**config.mk**
```make
export PLATFORM = sky130hd
export DESIGN_NAME = sync_fifo_buf
export DESIGN_NICKNAME = d
export VERILOG_FILES = /design/src/rtl/sync_fifo_buf.sv
export SDC_FILE = /design/constraint.sdc
export NUM_CORES = 1
export LEC_CHECK = 0
export ABC_AREA = 0
export CORE_MARGIN = 2
export CORE_UTILIZATION = 61
export CTS_BUF_LIST = sky130_fd_sc_hd__clkbuf_16
export CTS_CLUSTER_DIAMETER = 40
export DETAILED_ROUTE_END_ITERATION = 10
export MAX_ROUTING_LAYER = met4
export PLACE_DENSITY = 0.84
export SETUP_SLACK_MARGIN = 0.5
export SLEW_MARGIN = 20
export SYNTH_ARGS = -nofsm -noshare
export SYNTH_HDL_FRONTEND = slang
export SYNTH_SLANG_ARGS = --single-unit
```
**constraint.sdc**
```tcl
create_clock -name clk -period 5.4 [get_ports clk]
set_input_delay 1.08 -clock clk [delete_from_list [all_inputs] [get_ports clk]]
set_output_delay 1.08 -clock clk [all_outputs]
set_load 0.02 [all_outputs]
```
**src/rtl/sync_fifo_buf.sv**
```systemverilog
// Single-clock FIFO with registered read data, occupancy count, watermark
// flags and one-cycle overflow/underflow pulses. Pointers carry one extra
// lap bit so full and empty are told apart without a separate counter.
module sync_fifo_buf #(
  parameter int DATASIZE  = 8,
  parameter int ADDRSIZE  = 3,
  parameter int AFULL_TH  = 2**ADDRSIZE - 2,
  parameter int AEMPTY_TH = 2
) (
  input  logic                clk,
  input  logic                rst,
  input  logic [DATASIZE-1:0] wdata,
  input  logic                winc,
  input  logic                rinc,
  output logic [DATASIZE-1:0] rdata,
  output logic                rvalid,
  output logic                wfull,
  output logic                rempty,
  output logic                walmost_full,
  output logic                ralmost_empty,
  output logic [ADDRSIZE:0]   count,
  output logic                overflow,
  output logic                underflow
);

  localparam int DEPTH = 2**ADDRSIZE;
  localparam int PW    = ADDRSIZE + 1;
  localparam logic [PW-1:0] AFULL_C  = PW'(AFULL_TH);
  localparam logic [PW-1:0] AEMPTY_C = PW'(AEMPTY_TH);

  logic [DATASIZE-1:0] mem_q [DEPTH];

  logic [PW-1:0]       wptr_q, wptr_d;
  logic [PW-1:0]       rptr_q, rptr_d;
  logic [DATASIZE-1:0] rdata_q, rdata_d;
  logic                rvalid_q, rvalid_d;
  logic                overflow_q, overflow_d;
  logic                underflow_q, underflow_d;

  logic                full_s, empty_s, wr_en, rd_en;
  logic [ADDRSIZE-1:0] waddr, raddr;

  // Status decode from the pointer registers; flags move on the same edge as the pointers.
  always_comb begin
    waddr   = wptr_q[ADDRSIZE-1:0];
    raddr   = rptr_q[ADDRSIZE-1:0];
    empty_s = (wptr_q == rptr_q);
    full_s  = (waddr == raddr) && (wptr_q[ADDRSIZE] != rptr_q[ADDRSIZE]);
    wr_en   = winc && !full_s;
    rd_en   = rinc && !empty_s;
  end

  // Next-state: pointer advance, read data capture and rejected-request pulses.
  always_comb begin
    wptr_d      = wptr_q;
    rptr_d      = rptr_q;
    rdata_d     = rdata_q;
    rvalid_d    = 1'b0;
    overflow_d  = winc && full_s;
    underflow_d = rinc && empty_s;
    if (wr_en) begin
      wptr_d = wptr_q + PW'(1);
    end
    if (rd_en) begin
      rptr_d   = rptr_q + PW'(1);
      rdata_d  = mem_q[raddr];
      rvalid_d = 1'b1;
    end
  end

  // Control registers; reset wins over any request in the same cycle.
  always_ff @(posedge clk) begin
    if (rst) begin
      wptr_q      <= '0;
      rptr_q      <= '0;
      rdata_q     <= '0;
      rvalid_q    <= 1'b0;
      overflow_q  <= 1'b0;
      underflow_q <= 1'b0;
    end else begin
      wptr_q      <= wptr_d;
      rptr_q      <= rptr_d;
      rdata_q     <= rdata_d;
      rvalid_q    <= rvalid_d;
      overflow_q  <= overflow_d;
      underflow_q <= underflow_d;
    end
  end

  // Storage is not cleared by reset; stale words are unreachable because both pointers restart at 0.
  always_ff @(posedge clk) begin
    if (!rst && wr_en) begin
      mem_q[waddr] <= wdata;
    end
  end

  // Outputs: count by modular pointer difference, watermarks straight from count.
  always_comb begin
    count         = wptr_q - rptr_q;
    rdata         = rdata_q;
    rvalid        = rvalid_q;
    wfull         = full_s;
    rempty        = empty_s;
    overflow      = overflow_q;
    underflow     = underflow_q;
    walmost_full  = (count >= AFULL_C);
    ralmost_empty = (count <= AEMPTY_C);
  end

endmodule

```
# [After elaboration in Yosys (flattened, before gate mapping)]
# Memories as Yosys holds them, arrays and structs flattened. A register that Yosys moved wholly into a read port is not among the register bits.
# Index checks and enable logic that the tools add are counted.
[totals] regBits=11 latch_bits=0 mem_bits_rw=64 romBits=0 in_bits=12 out_inout_bits=19 word_cells=26 mem_count=1
[op_classes] addsub=3 n_mul=0 n_div=0 magnitude_cmp=2 n_eq_ne=3 shift=0 n_mux=3 bitwise_logic=0 n_reduce_logical=9
[mem_list] memory="mem_q" depth=8 width=8 rd=1 rd_ports_with_merged_regs=1 wr=1 line_no="31" rtl="logic [DATASIZE-1:0] mem_q [DEPTH];"
[op_table] operator="4-bit by 1-bit adder with 4-bit output (second input constant)" count=2
[op_table] operator="1-bit logical AND" count=6
[op_table] operator="4-bit == test" count=1
[op_table] operator="4-bit by 3-bit >= comparator with 1-bit output (second input constant)" count=1
[op_table] operator="4-bit by 2-bit <= comparator with 1-bit output (second input constant)" count=1
[op_table] operator="4-bit subtractor" count=1
[op_table] operator="3-bit == test" count=1
[op_table] operator="1-bit zero test" count=3
[op_table] operator="1-bit 2-to-1 mux" count=3
[op_table] operator="1-bit != test" count=1

# [Depth between registers and ports, before layout]
# Gate-level depths: netlist of the first run.
[logic_depth] ltp_word=7 depth_mapped=10 mapped_depth_nobuf=6

# [Worst setup path after synthesis of the first run]
# OpenSTA, ideal clock, no wires.
[synth_path] path_kind="register -> output" startpoint="register rptr_q[1]" endpoint="output walmost_full" arrival_time_ps=2087 required_time_ps=4320 slack_ps=2233 path_stages_with_launch=10 n_path_buf=3 path_cell_list="dfxtp_1 > buf_6 > buf_6 > buf_6 > inv_1 > ha_1 > nor2b_1 > o21ai_0 > a21oi_1 > o21ai_0"
[synth_between] elab_chain_len=2
[synth_rtl] element="start: declaration" line_no="34" rtl="logic [PW-1:0] rptr_q, rptr_d;"
[synth_rtl] element="start signal: assignment" line_no="82" rtl="rptr_q <= rptr_d;"
[synth_rtl] element="4-bit subtractor" line_no="99" rtl="count = wptr_q - rptr_q;"
[synth_rtl] element="4-bit by 3-bit >= comparator with 1-bit output" line_no="106" rtl="walmost_full = (count >= AFULL_C);"
[synth_rtl] element="end: declaration" line_no="19" rtl="output logic walmost_full,"
# No other way between the ends.

# [Final worst setup path of the first run]
[layout_path] startpoint="register rptr_q[2]" endpoint="output wfull"
[layout_between] elab_chain_len=2
[layout_rtl] element="3-bit == test" line_no="48" rtl="full_s = (waddr == raddr) && (wptr_q[ADDRSIZE] != rptr_q[ADDRSIZE]);"
[layout_rtl] element="1-bit logical AND" line_no="48"
[layout_rtl] element="end: declaration" line_no="17" rtl="output logic wfull,"
# No other way between the ends.

==> results of run 1 <==
metrics by stage:
stage	area (um^2)	std cells
6_report	4060	335
5_1_grt	4060	335
4_1_cts	4050	335
3_5_place_dp	3710	319
3_3_place_gp	3710	319
2_1_floorplan	3370	225
logic make-up (layout without fill, tap and decap cells):
kind of cell             Yosys count  in the layout  share of synthesized area, %
buffers and inverters             19             57                          3.05
multiplexers                      24             24                          10.1
adder cells (fa/ha/maj)            6              6                          2.45
AND/OR/NAND/NOR                   54             54                          7.73
AO/OA/AOI/OAI                     31             31                          5.98
XOR/XNOR                           8              8                          2.30
flip-flops                        83             83                          68.4
synth_stat cells, types with 2 or more instances:
cell type,count,area [um^2]
inv_1,8,30.0
o22ai_1,8,50.1
edfxtp_1,64,1920
nand2b_1,3,18.8
a211oi_1,8,60.1
o211ai_1,3,22.5
xor2_1,3,26.3
nand3_1,4,20.0
ha_1,5,62.6
mux2i_1,16,160
dfxtp_1,19,380
nor4_1,2,12.5
o21a_1,2,15.0
o21ai_0,4,20.0
and3_1,2,12.5
xnor2_1,4,35.0
nor3_1,10,50.1
mux4_2,8,180
nand2_1,6,22.5
a21oi_1,5,25.0
clkbuf_1,4,15.0
buf_1,2,7.51
nor2_1,21,78.8
buf_6,4,45.0
critical path: cells and delay by family (launching register included):
kind | cells | cell delay [ps]
buf+inv | 3 | 830
fa+ha+maj | 1 | 360
flops | 1 | 630
simple gates | 2 | 550
registers in the layout, indices dropped and copies added (netlist names):
name	cells
mem_q	64
overflow	1
rdata	8
rptr_q	4
rvalid	1
underflow	1
wptr_q	4
metal layers:
metal / track usage, % / vias up
li1: - / 923
met1: 29.3 / 925
met2: 37.2 / 87
met3: 4.48 / 10
met4: 13.2 / 0
met5: - / -
final timing paths:
path | end | slack, ps
max reg2reg | mem_q[1][0]$_DFFE_PP_ | 2410
min reg2reg | rdata[3]$_SDFFE_PP0P_ | 490
max | wfull | 1630
min | rdata[3]$_SDFFE_PP0P_ | 490
where the power goes:
group / internal, W / total [W] / switching [W]
Clock: 0.000450 / 0.000682 / 0.000232
Sequential: 0.000710 / 0.000729 / 0.0000188
Combinational: 0.000111 / 0.000249 / 0.000138
final cells by class:
class                      instances  share of cell area, %
clock buffer                       9                   5.55
clock inverter                     7                   2.87
inverter                           8                  0.740
multi-input combinational        123                   24.0
sequential                        83                   56.7
tap                               72                   2.22
timing repair buffer              33                   7.95
==> results.sh, run 1 <==
export IMPL_grt_pass1_vias=1906
export IMPL_drive_gt1_share_pct=11.8
export IMPL_htree_levels=3
export IMPL_diodes=0
export IMPL_critPathCaptureType="output pin"
export IMPL_multi_input_area_um2=972
export IMPL_hold_viol=0
export IMPL_critPathLaunch="rptr_q[2]$_SDFFE_PP0P_"
export IMPL_fp_dieW_um=78.3
export IMPL_place_congestion=0.776
export IMPL_max_freq_mhz=265
export IMPL_cap_violations=0
export IMPL_layout_common_cells="edfxtp_1 (64), clkdlybuf4s50_1 (30), nor2_1 (21)"
export IMPL_r2r_cells=7
export IMPL_grt_max_degree=28
export IMPL_coreArea_um2=5410
export IMPL_cts_tree="yes"
export IMPL_synth_edff_count=64
export IMPL_synth_main_ff_cell="edfxtp_1"
export IMPL_cpMaxStageDelayCell="dfxtp_1"
export IMPL_cts_root_buffer="clkbuf_16"
export IMPL_pre_cts_ws_ps=1750
export IMPL_hpwl_um=3960
export IMPL_worstPathCellList="inv_1 -> ha_1 -> nand3_1 -> nand2b_1 -> inv_1 -> clkdlybuf4s50_1"
export IMPL_regArea_um2=2300
export IMPL_nets=276
export IMPL_cpPeakStageDelay_ps=630
export IMPL_ys_warn_count=0
export IMPL_async_reset_ff_share_pct=0
export IMPL_tightestPinTransition_ps=898
export IMPL_maxSlewHeadroom_pct=39.9
export IMPL_drt_iter0_drc=206
export IMPL_synth_seq_cells=83
export IMPL_powerDensity_nw_per_um2=409
export IMPL_drt_pass1_iterations=4
export IMPL_clk_path_buf_depth=2
export IMPL_ant_nets=0
export IMPL_die_y_um=78.3
export IMPL_holdPathStages=2
export IMPL_met2_length_um=3300
export IMPL_vdd_drop_max_mv=0.305
export IMPL_fillers=343
export IMPL_synth_area_um2=3370
export IMPL_yosysSeqAreaShare_pct=68.4
export IMPL_vias=1945
export IMPL_finalClockSkew_ps=7.23
export IMPL_path_common_cell="inv_1"
export IMPL_drc_errors=0
export IMPL_syn_to_final_growth_pct=20.5
export IMPL_hold_ws_ps=488
export IMPL_postLayoutSetupSlackWorst_ps=1630
export IMPL_setup_violations=0
export IMPL_io_pins=31
export IMPL_m1WireLength_um=2550
export IMPL_syn_area_per_cell_um2=15.0
export IMPL_layout_commonest_cell="edfxtp_1"
export IMPL_dr_max_layer_used="met4"
export IMPL_fin_setup_tns_ps=0
export IMPL_clkLatencyLatePin_ps=330
export IMPL_status="finished clean"
export IMPL_crit_fanout=12
export IMPL_grt_overflow=0
export IMPL_hold_path_class="reg -> reg"
export IMPL_critPathArrivalTime_ps=2690
export IMPL_synth_fp_nets=243
export IMPL_portBuffers=30
export IMPL_hp_start="rdata[3]$_SDFFE_PP0P_"
export IMPL_dr_wl_met3_um=419
export IMPL_synth_cells=225
export IMPL_yosysUniqueCellTypes=34
export IMPL_p_leak_nw=1.35
export IMPL_cts_setup_buffers=0
export IMPL_wl_per_cell_um=19.1
export IMPL_antenna_found_initial=0
export IMPL_r2r_start="rptr_q[2]$_SDFFE_PP0P_"
export IMPL_critPathLaunchType="register"
export IMPL_cts_buffers=9
export IMPL_finish_utilization_pct=75.1
export IMPL_crit_required_ps=4320
export IMPL_grt_pass1_wl_um=10000
export IMPL_initial_core_util_pct=62.3
export IMPL_rsz0062_at_grt="false"
export IMPL_grt_total_usage_pct=23.6
export IMPL_fin_crit_sh_pct=69.8
export IMPL_clk_pin_slew_worst_paths_ps=60
export IMPL_via_per_inst=5.81
export IMPL_worstSetupPathType="reg -> out"
export IMPL_num_rows=27
export IMPL_total_power_w=0.00166
export IMPL_wl_um=6410
export IMPL_post_cts_resized=0
export IMPL_cts_hold_buf=0
export IMPL_clock_sinks=83
export IMPL_timing_final_max_slew_violations=0
export IMPL_dieArea_um2=6130
export IMPL_finalCriticalPeriod_ps=3770
Power figures use the tool's default switching activity.
==> run 2: changes to the inputs <==
Settings changed: CORE_UTILIZATION 61 to 51, PLACE_DENSITY 0.84 to 0.75.
Clock period 5.4 ns to 3.2 ns, I/O delays scaled along.
==> run 2 against run 1 <==
Compared with the run above: critical path depth is 1 higher; first-iteration DRC count shrank 35%; sequential share of layout area is 1.3 points lower; combinational power is 72% higher; final cell count up 5.1%; clock-buffer cell count is the same; register-to-register slack worse by 1600 ps; critical endpoint is now ralmost_empty; largest cell class unchanged; largest power group unchanged.
==> results.sh, run 2 (same netlist as run 1, synthesis figures left out) <==
export IMPL_finish_utilization_pct=65.6
export IMPL_layout_common_cells="edfxtp_1 (64), clkdlybuf4s50_1 (23), nor2_1 (21)"
export IMPL_status="finished clean"
export IMPL_drt_pass1_iterations=4
export IMPL_wl_um=6230
export IMPL_ant_nets=0
export IMPL_clk_pin_slew_worst_paths_ps=60
export IMPL_io_pins=31
export IMPL_die_y_um=85.3
export IMPL_crit_fanout=5
export IMPL_cts_buffers=9
export IMPL_clock_sinks=83
export IMPL_r2r_start="wptr_q[2]$_SDFFE_PP0P_"
export IMPL_rsz0062_at_grt="false"
export IMPL_vdd_drop_max_mv=0.435
export IMPL_cts_hold_buf=0
export IMPL_coreArea_um2=6350
export IMPL_clkLatencyLatePin_ps=330
export IMPL_finalClockSkew_ps=6.01
export IMPL_hold_viol=0
export IMPL_top_register="mem_q"
export IMPL_antenna_found_initial=0
export IMPL_place_congestion=0.796
export IMPL_dieArea_um2=7270
export IMPL_crit_required_ps=2560
export IMPL_maxSlewHeadroom_pct=65.5
export IMPL_grt_overflow=0
export IMPL_drive_gt1_share_pct=18.9
export IMPL_p_leak_nw=1.44
export IMPL_vias=1964
export IMPL_drt_iter0_drc=133
export IMPL_grt_pass1_vias=1942
export IMPL_portBuffers=30
export IMPL_ff2ff_setup_slack_ps=820
export IMPL_syn_to_final_growth_pct=23.7
export IMPL_htree_levels=3
export IMPL_critPathLaunchType="register"
export IMPL_critPathLaunch="wptr_q[0]$_SDFFE_PP0P_"
export IMPL_grt_total_usage_pct=19.3
export IMPL_layout_commonest_cell="edfxtp_1"
export IMPL_worstSetupPathType="reg -> out"
export IMPL_fp_dieW_um=85.3
export IMPL_tightestPinTransition_ps=518
export IMPL_hold_path_class="reg -> reg"
export IMPL_hpwl_um=4150
export IMPL_nets=288
export IMPL_clk_path_buf_depth=2
export IMPL_largest_reg_flops=64
export IMPL_fillers=444
export IMPL_fin_crit_sh_pct=80.7
export IMPL_critPathCaptureType="output pin"
export IMPL_cts_root_buffer="clkbuf_16"
export IMPL_grt_max_degree=27
export IMPL_timing_final_max_slew_violations=0
export IMPL_finalCriticalPeriod_ps=2580
export IMPL_wl_per_cell_um=17.7
export IMPL_via_per_inst=5.58
export IMPL_cts_tree="yes"
export IMPL_setup_violations=0
export IMPL_powerDensity_nw_per_um2=674
export IMPL_num_rows=29
export IMPL_drc_errors=0
export IMPL_initial_core_util_pct=53.0
export IMPL_cap_violations=0
export IMPL_hp_start="rdata[7]$_SDFFE_PP0P_"
export IMPL_grt_pass1_wl_um=9960
export IMPL_critPathArrivalTime_ps=1940
export IMPL_max_freq_mhz=387
export IMPL_fin_setup_tns_ps=0
export IMPL_diodes=0
## run 2: cell types whose count changed in the layout (fill, tap and decap cells not counted), sizes merged
| cell | before | now |
|---|---|---|
| dlygate4sd2 | 0 | 4 |
| clkdlybuf4s50 | 30 | 23 |
| clkinvlp | 0 | 1 |
| buf | 3 | 16 |
| clkinv | 4 | 1 |
| inv | 8 | 10 |
| clkbuf | 9 | 11 |
## run 2: layer usage
metal  GRT usage [%]  routed length (um)
met1            23.7                2650
met2            31.3                3160
met3            4.67                 327
met4            7.36                  95
met5               -                   0
## run 2: power by group
group	switching [W]	internal, W
sequential	0.0000192	0.00120
combinational	0.000245	0.000184
clock	0.000400	0.000762
## run 2: through the flow
stage | instance area [um^2] | total power, W | setup slack [ps] | hold slack (ps) | std cells
final | 4170 | 0.00281 | 619 | 489 | 352
after CTS | 4170 | 0.00283 | 446 | 493 | 352
after floorplan | 3390 | 0.00151 | 516 | 475 | 225
after detailed placement | 3830 | 0.00169 | 443 | 480 | 336
after global placement | 3830 | 0.00168 | 515 | 478 | 336
after global routing | 4170 | 0.00292 | 520 | 500 | 352
## run 2: final cells by class
class                   count  area (um^2)  area share [%]
clock inverters             7          116            2.79
well taps                  77         96.3            2.31
multi-input cells         123          995            23.9
flip-flops and latches     83         2310            55.4
clock buffers               9          225            5.41
inverters                   8         30.0           0.721
repair buffers             45          395            9.49
## run 2: final timing paths
kind         cells after the start                    end
max reg2reg                      6  mem_q[3][0]$_DFFE_PP_
max                              7          ralmost_empty
min                              2  rdata[7]$_SDFFE_PP0P_
min reg2reg                      2  rdata[7]$_SDFFE_PP0P_
## run 2: worst max-delay path: stages (launching register included)
cell,delay [ps]
dfxtp_4,360
inv_1,50
ha_1,220
fa_2,520
inv_1,50
a21oi_1,130
o21a_1,130
buf_4,130
## run 2: what timing repair did
item,4_1_cts,5_1_grt
setup endpoints to repair,7,4
setup buffers,0,0
gates resized for setup,12,9
==> patch 1 (settings of run 2) <==
The parameter `DATASIZE` goes from 8 to 16.
--- a/src/rtl/sync_fifo_buf.sv
+++ b/src/rtl/sync_fifo_buf.sv
@@ -2,7 +2,7 @@
 // flags and one-cycle overflow/underflow pulses. Pointers carry one extra
 // lap bit so full and empty are told apart without a separate counter.
 module sync_fifo_buf #(
-  parameter int DATASIZE  = 8,
+  parameter int DATASIZE  = 16,
   parameter int ADDRSIZE  = 3,
   parameter int AFULL_TH  = 2**ADDRSIZE - 2,
   parameter int AEMPTY_TH = 2
Interface: changed (resized rdata and wdata); port bits go from 31 to 47. No check against the original RTL was run, so the function may have changed too.
==> patch 1 against run 2 <==
  * Routed wire length grew 93%
  * Utilization shrank 2.4 points
  * Die area grew 78%
  * Sequential cell count grew 72
  * Total power grew 80%
  * Final cell count grew 67%
  * Fmax shrank 2.9%
  * Worst setup slack lost 0.078 ns
  * Critical endpoint unchanged
  * Synthesized area grew 83%
  * Design area grew 81%
  * First-iteration DRC count grew 140%
==> patch 1: results (changes against run 2) <==
| Metric | Value |
|---|---|
| Status | `completed (unchanged)` |
| Mean area per synthesized cell | `16.96 um2 (was 14.96 um2)` |
| P_int | `3.834 mW (was 2.144 mW)` |
| Max FFs per register | `128 (was 64)` |
| Compound-Gate Fraction of Synth Area | `0.05854 (was 0.05983)` |
| Number of CTS-inserted buffers | `17 (was 9)` |
| Filler cells | `837 (was 444)` |
| Global Route Usage Sum | `0.2041 (was 0.1932)` |
| Power Dens Cells | `671.4 nW/um2 (was 673.9 nW/um2)` |
| Terminus of the critical flop-to-flop path | `mem_q[3][6]$_DFFE_PP_ (was mem_q[3][0]$_DFFE_PP_)` |
| Hold Crit Start | `rdata[14]$_SDFFE_PP0P_ (was rdata[7]$_SDFFE_PP0P_)` |
| Clock Skew | `0.006292 ns (was 0.006012 ns)` |
| Post-DP HPWL | `6974 um (was 4148 um)` |
| Synthesized net count | `389 (was 243)` |
| Final Non-Filler Cells | `589 (was 352)` |
| Number of library cell types mapped by synthesis | `42 (was 34)` |
| Worst skew pair latency | `0.42 ns (was 0.33 ns)` |
| R2r setup slk | `0.97 ns (was 0.82 ns)` |
| Vias/cell | `5.739 (was 5.580)` |
| M3 GR Usage | `0.04304 (was 0.04669)` |
| Fraction of layout cells with a size suffix above 1 | `0.2534 (was 0.1891)` |
| Final Hold Slack | `0.4956 ns (was 0.4891 ns)` |
| Largest fanout on the critical path | `4 (was 5)` |
| Power share of the clock group | `0.407 (was 0.414)` |
| Vias in the first global route | `3390 (was 1942)` |
| Flop pwr share | `0.451 (was 0.434)` |
| Worst Max-Slew Pin Slew | `0.9030 ns (was 0.5178 ns)` |
| Reg2reg start | `rptr_q[2]$_SDFFE_PP0P_ (was wptr_q[2]$_SDFFE_PP0P_)` |
| Maximum level of the CTS H-tree | `4 (was 3)` |
| DRT iter0 DRCs | `318 (was 133)` |
| First-pass GRT wire length | `18750 um (was 9956 um)` |
| WL/cell | `20.45 um (was 17.70 um)` |
| Worst VDD drop | `0.0003617 V (was 0.0004351 V)` |
| Worst slack at placement | `0.3715 ns (was 0.4429 ns)` |
| XOR/XNOR Fraction of Synth Area | `0.01260 (was 0.02304)` |
## patch 1: layer usage
| metal | wire length, um | share of wire | up-vias |
|---|---|---|---|
| met3 | 848 | 0.070 | 19 |
| met5 | 0 | 0 | - |
| li1 | - | - | 1542 |
| met4 | 189 | 0.016 | 0 |
| met1 | 4952 | 0.41 | 1695 |
| met2 | 6053 | 0.50 | 124 |
## patch 1: what timing repair did
item | 4_1_cts | 5_1_grt
gates resized for setup | 17 | 11
pin swaps | 1 | 0
setup buffers | 0 | 1
setup endpoints to repair | 7 | 5
## patch 1: worst max-delay path: stages (launching register included)
cell     delay, ns
dfxtp_4       0.36
inv_1         0.06
ha_2          0.20
fa_2          0.51
inv_1         0.06
a21oi_2       0.15
o21a_1        0.13
buf_4         0.13
## patch 1: worst max path at each step
stage	start	to	slack [ns]
2_1_floorplan	rptr_q[1]$_SDFFE_PP0P_	mem_q[6][0]$_DFFE_PP_	0.46
3_3_place_gp	wptr_q[0]$_SDFFE_PP0P_	walmost_full	0.46
3_5_place_dp	wptr_q[0]$_SDFFE_PP0P_	ralmost_empty	0.37
4_1_cts	wptr_q[0]$_SDFFE_PP0P_	ralmost_empty	0.33
5_1_grt	wptr_q[0]$_SDFFE_PP0P_	ralmost_empty	0.45
6_report	wptr_q[0]$_SDFFE_PP0P_	ralmost_empty	0.54
## patch 1: cell type report
type	count	area, um2	share of cell area
Inverter	8	30.03	0.003987
Tap cell	147	183.9	0.02442
Timing Repair Buffer	68	629.4	0.08355
Clock inverter	15	183.9	0.02442
Sequential cell	155	4389	0.5827
Clock buffer	17	425.4	0.05648
Multi-Input combinational cell	179	1690	0.2244
==> patch 2 (flow settings as in run 2) <==
Without the edit above. `rdata_q` no longer has a reset.
--- a/src/rtl/sync_fifo_buf.sv
+++ b/src/rtl/sync_fifo_buf.sv
@@ -73,18 +73,20 @@
     if (rst) begin
       wptr_q      <= '0;
       rptr_q      <= '0;
-      rdata_q     <= '0;
       rvalid_q    <= 1'b0;
       overflow_q  <= 1'b0;
       underflow_q <= 1'b0;
     end else begin
       wptr_q      <= wptr_d;
       rptr_q      <= rptr_d;
-      rdata_q     <= rdata_d;
       rvalid_q    <= rvalid_d;
       overflow_q  <= overflow_d;
       underflow_q <= underflow_d;
     end
+  end
+
+  always_ff @(posedge clk) begin
+    rdata_q <= rdata_d;
   end
 
   // Storage is not cleared by reset; stale words are unreachable because both pointers restart at 0.
Formal check against the unedited RTL: differs if rst is asserted again (counterexample within 4 cycles, from zero or initial values and one cycle with rst high); with rst held inactive, the same outputs for 10 cycles.
==> patch 2 against run 2 <==
  * The run now ends with design-rule violations left
  * Worst setup slack barely moved
  * Sequential cell count did not move
  * Hold slack gained 0.10 ns
  * Total power grew 0.16%
  * First-iteration DRC count rose by 6.8%
  * Clock skew is 0.00069 ns higher
  * Non-clock buffer count up 1
  * Design area rose by 1.5%
  * Register-to-register slack gained 0.23 ns
  * Routed wire length is 5.0% higher
  * Synthesized area up 1.2%
  * Die area increased by 1.2%
  * Global-route usage is 1.1 points higher
  * Critical endpoint unchanged
==> patch 2: results (changes against run 2) <==
| Metric | Value |
|---|---|
| Seq/Total Area, Yosys | `0.6990 (was 0.6838)` |
| Worst min path class | `flip-flop to flip-flop (unchanged)` |
| Area contributors post-synth | `edfxtp_1 63%, mux4_2 11%, dfxtp_1 6.5% (was edfxtp_1 57%, dfxtp_1 11%, mux4_2 5.4%)` |
| First-pass GRT wire length | `10450 um (was 9956 um)` |
| Largest fanout on the critical path | `6 (was 5)` |
| Failing checks | `design-rule violations` |
| Clock transition at the registers of the reported paths | `0.06 ns (about the same)` |
| Slowest-stage cell, CP | `fa_2 (unchanged)` |
| Final net count | `273 (was 288)` |
| Worst Max-Slew Pin Slew | `0.6506 ns (was 0.5178 ns)` |
| Grt met1 use | `0.2592 (was 0.2366)` |
| Largest net degree at the start of global routing | `21 (was 27)` |
| WL/cell | `19.42 um (was 17.70 um)` |
| GR peak layer | `met2 (unchanged)` |
| Routability cong. | `0.8182 (was 0.7960)` |
| Maximum level of the CTS H-tree | `3 (unchanged)` |
| Worst VDD drop | `0.0003485 V (was 0.0004351 V)` |
| R2r setup slk | `1.05 ns (was 0.82 ns)` |
| Clock Skew | `0.006699 ns (was 0.006012 ns)` |
| Global Route Usage Sum | `0.2046 (was 0.1932)` |
| FF-to-FF path depth | `5 (was 6)` |
| Status | `complete, but fails checks (was completed)` |
| Worst slack at placement | `0.2765 ns (was 0.4429 ns)` |
| I/O Buffers | `30 (unchanged)` |
| Synthesized net count | `224 (was 243)` |
| Critical Path Source | `wptr_q[0]$_SDFFE_PP0P_ (unchanged)` |
| DRT iter0 DRCs | `142 (was 133)` |
| M3 GR Usage | `0.06449 (was 0.04669)` |
| Worst skew pair latency | `0.33 ns (about the same)` |
| Fin worst setup slack | `0.6183 ns (was 0.6185 ns)` |
| Commonest cells post-synth | `72 x edfxtp_1, 30 x nand2_1, 16 x mux4_2 (was 64 x edfxtp_1, 21 x nor2_1, 19 x dfxtp_1)` |
| First-pass detailed-route iteration total | `8 (was 4)` |
| WP data arrival | `1.94 ns (about the same)` |
| Diodes inserted | `0 (unchanged)` |
| Initial antenna violation count | `0 (unchanged)` |
| Number of library cell types mapped by synthesis | `35 (was 34)` |
| CTS Root Cell | `clkbuf_16 (unchanged)` |
| Largest Register | `mem_q (unchanged)` |
| Reg2reg start | `rptr_q[1]$_SDFFE_PP0P_ (was wptr_q[2]$_SDFFE_PP0P_)` |
| Vias in the first global route | `1934 (was 1942)` |
| Post-DP HPWL | `3978 um (was 4148 um)` |
| Fraction of layout cells with a size suffix above 1 | `0.2808 (was 0.1891)` |
| Terminus of the critical flop-to-flop path | `rdata[1]$_DFFE_PP_ (was mem_q[3][0]$_DFFE_PP_)` |
| GRT overflow | `0 (unchanged)` |
| Max FFs per register | `64 (unchanged)` |
| DRC viols | `5 (was 0)` |
| Static Leak | `1.497 nW (was 1.435 nW)` |
| Post-synth EDFFs | `72 (was 64)` |
| Vias/cell | `5.718 (was 5.580)` |
| Grt met2 use | `0.3153 (was 0.3125)` |
[patch 2: layout make-up]
cell class / count / area [um2]
clock inverter: 7 / 100.1
timing repair buffer: 46 / 407.9
clock buffer: 9 / 225.2
tap: 77 / 96.34
multi-input combinational: 108 / 984.7
sequential: 83 / 2389
inverter: 7 / 26.28
fill: 462 / 2193
[patch 2: worst min path at each step]
stage | start | end | slack [ns] | depth (start not counted)
6_report | rptr_q[1]$_SDFFE_PP0P_ | rptr_q[1]$_SDFFE_PP0P_ | 0.59 | 2
5_1_grt | rptr_q[1]$_SDFFE_PP0P_ | rptr_q[1]$_SDFFE_PP0P_ | 0.62 | 2
4_1_cts | rptr_q[1]$_SDFFE_PP0P_ | rptr_q[1]$_SDFFE_PP0P_ | 0.63 | 2
3_5_place_dp | rptr_q[1]$_SDFFE_PP0P_ | rptr_q[1]$_SDFFE_PP0P_ | 0.61 | 2
3_3_place_gp | wptr_q[2]$_SDFFE_PP0P_ | wptr_q[2]$_SDFFE_PP0P_ | 0.61 | 2
2_1_floorplan | wptr_q[2]$_SDFFE_PP0P_ | wptr_q[2]$_SDFFE_PP0P_ | 0.55 | 2
[patch 2: power breakdown]
part / internal (mW) / switching, mW / leakage [nW] / total (mW)
combinational: 0.212 / 0.254 / 0.594 / 0.465
sequential: 1.22 / 0.0172 / 0.744 / 1.24
clock: 0.691 / 0.415 / 0.160 / 1.11
[patch 2: timing repair]
item | CTS | global route
gates resized for setup | 16 | 10
buffers inserted | 0 | 1
setup endpoints to repair | 7 | 5
hold buffers | 0 | 0
cloned | 0 | 0
[patch 2: cells by family (layout without fill, tap and decap cells)]
family	count (synthesis)	in the layout	share of synthesized area
AND/OR/NAND/NOR	61	61	0.08113
buffers and inverters	15	69	0.02239
multiplexers	22	22	0.1274
XOR/XNOR	3	3	0.01212
adder cells (fa/ha/maj)	6	6	0.02423
flip-flops	83	83	0.6990
AO/OA/AOI/OAI	16	16	0.03377
[patch 2: per-stage QoR]
step | cell area [um2] | hold WS, ns | cells | utilization
6_report | 4229 | 0.5902 | 337 | 0.6585
4_1_cts | 4210 | 0.6250 | 336 | 0.6556
2_1_floorplan | 3408 | 0.5534 | 206 | -
3_5_place_dp | 3880 | 0.6095 | 320 | 0.6041
5_1_grt | 4229 | 0.6181 | 337 | 0.6585
3_3_place_gp | 3880 | 0.6133 | 320 | 0.6041
[patch 2: critical path: cells and delay by family (launching register included)]
| kind | cells | cell delay [ns] |
|---|---|---|
| flip-flops | 1 | 0.37 |
| AO/OA/AOI/OAI | 2 | 0.28 |
| adder cells (fa/ha/maj) | 2 | 0.70 |
| buffers and inverters | 3 | 0.26 |
[patch 2: metal layers]
metal	vias up	routed length (um)
met5	-	0
met4	0	102
met3	10	469
met2	77	3385
met1	953	2587
li1	887	-
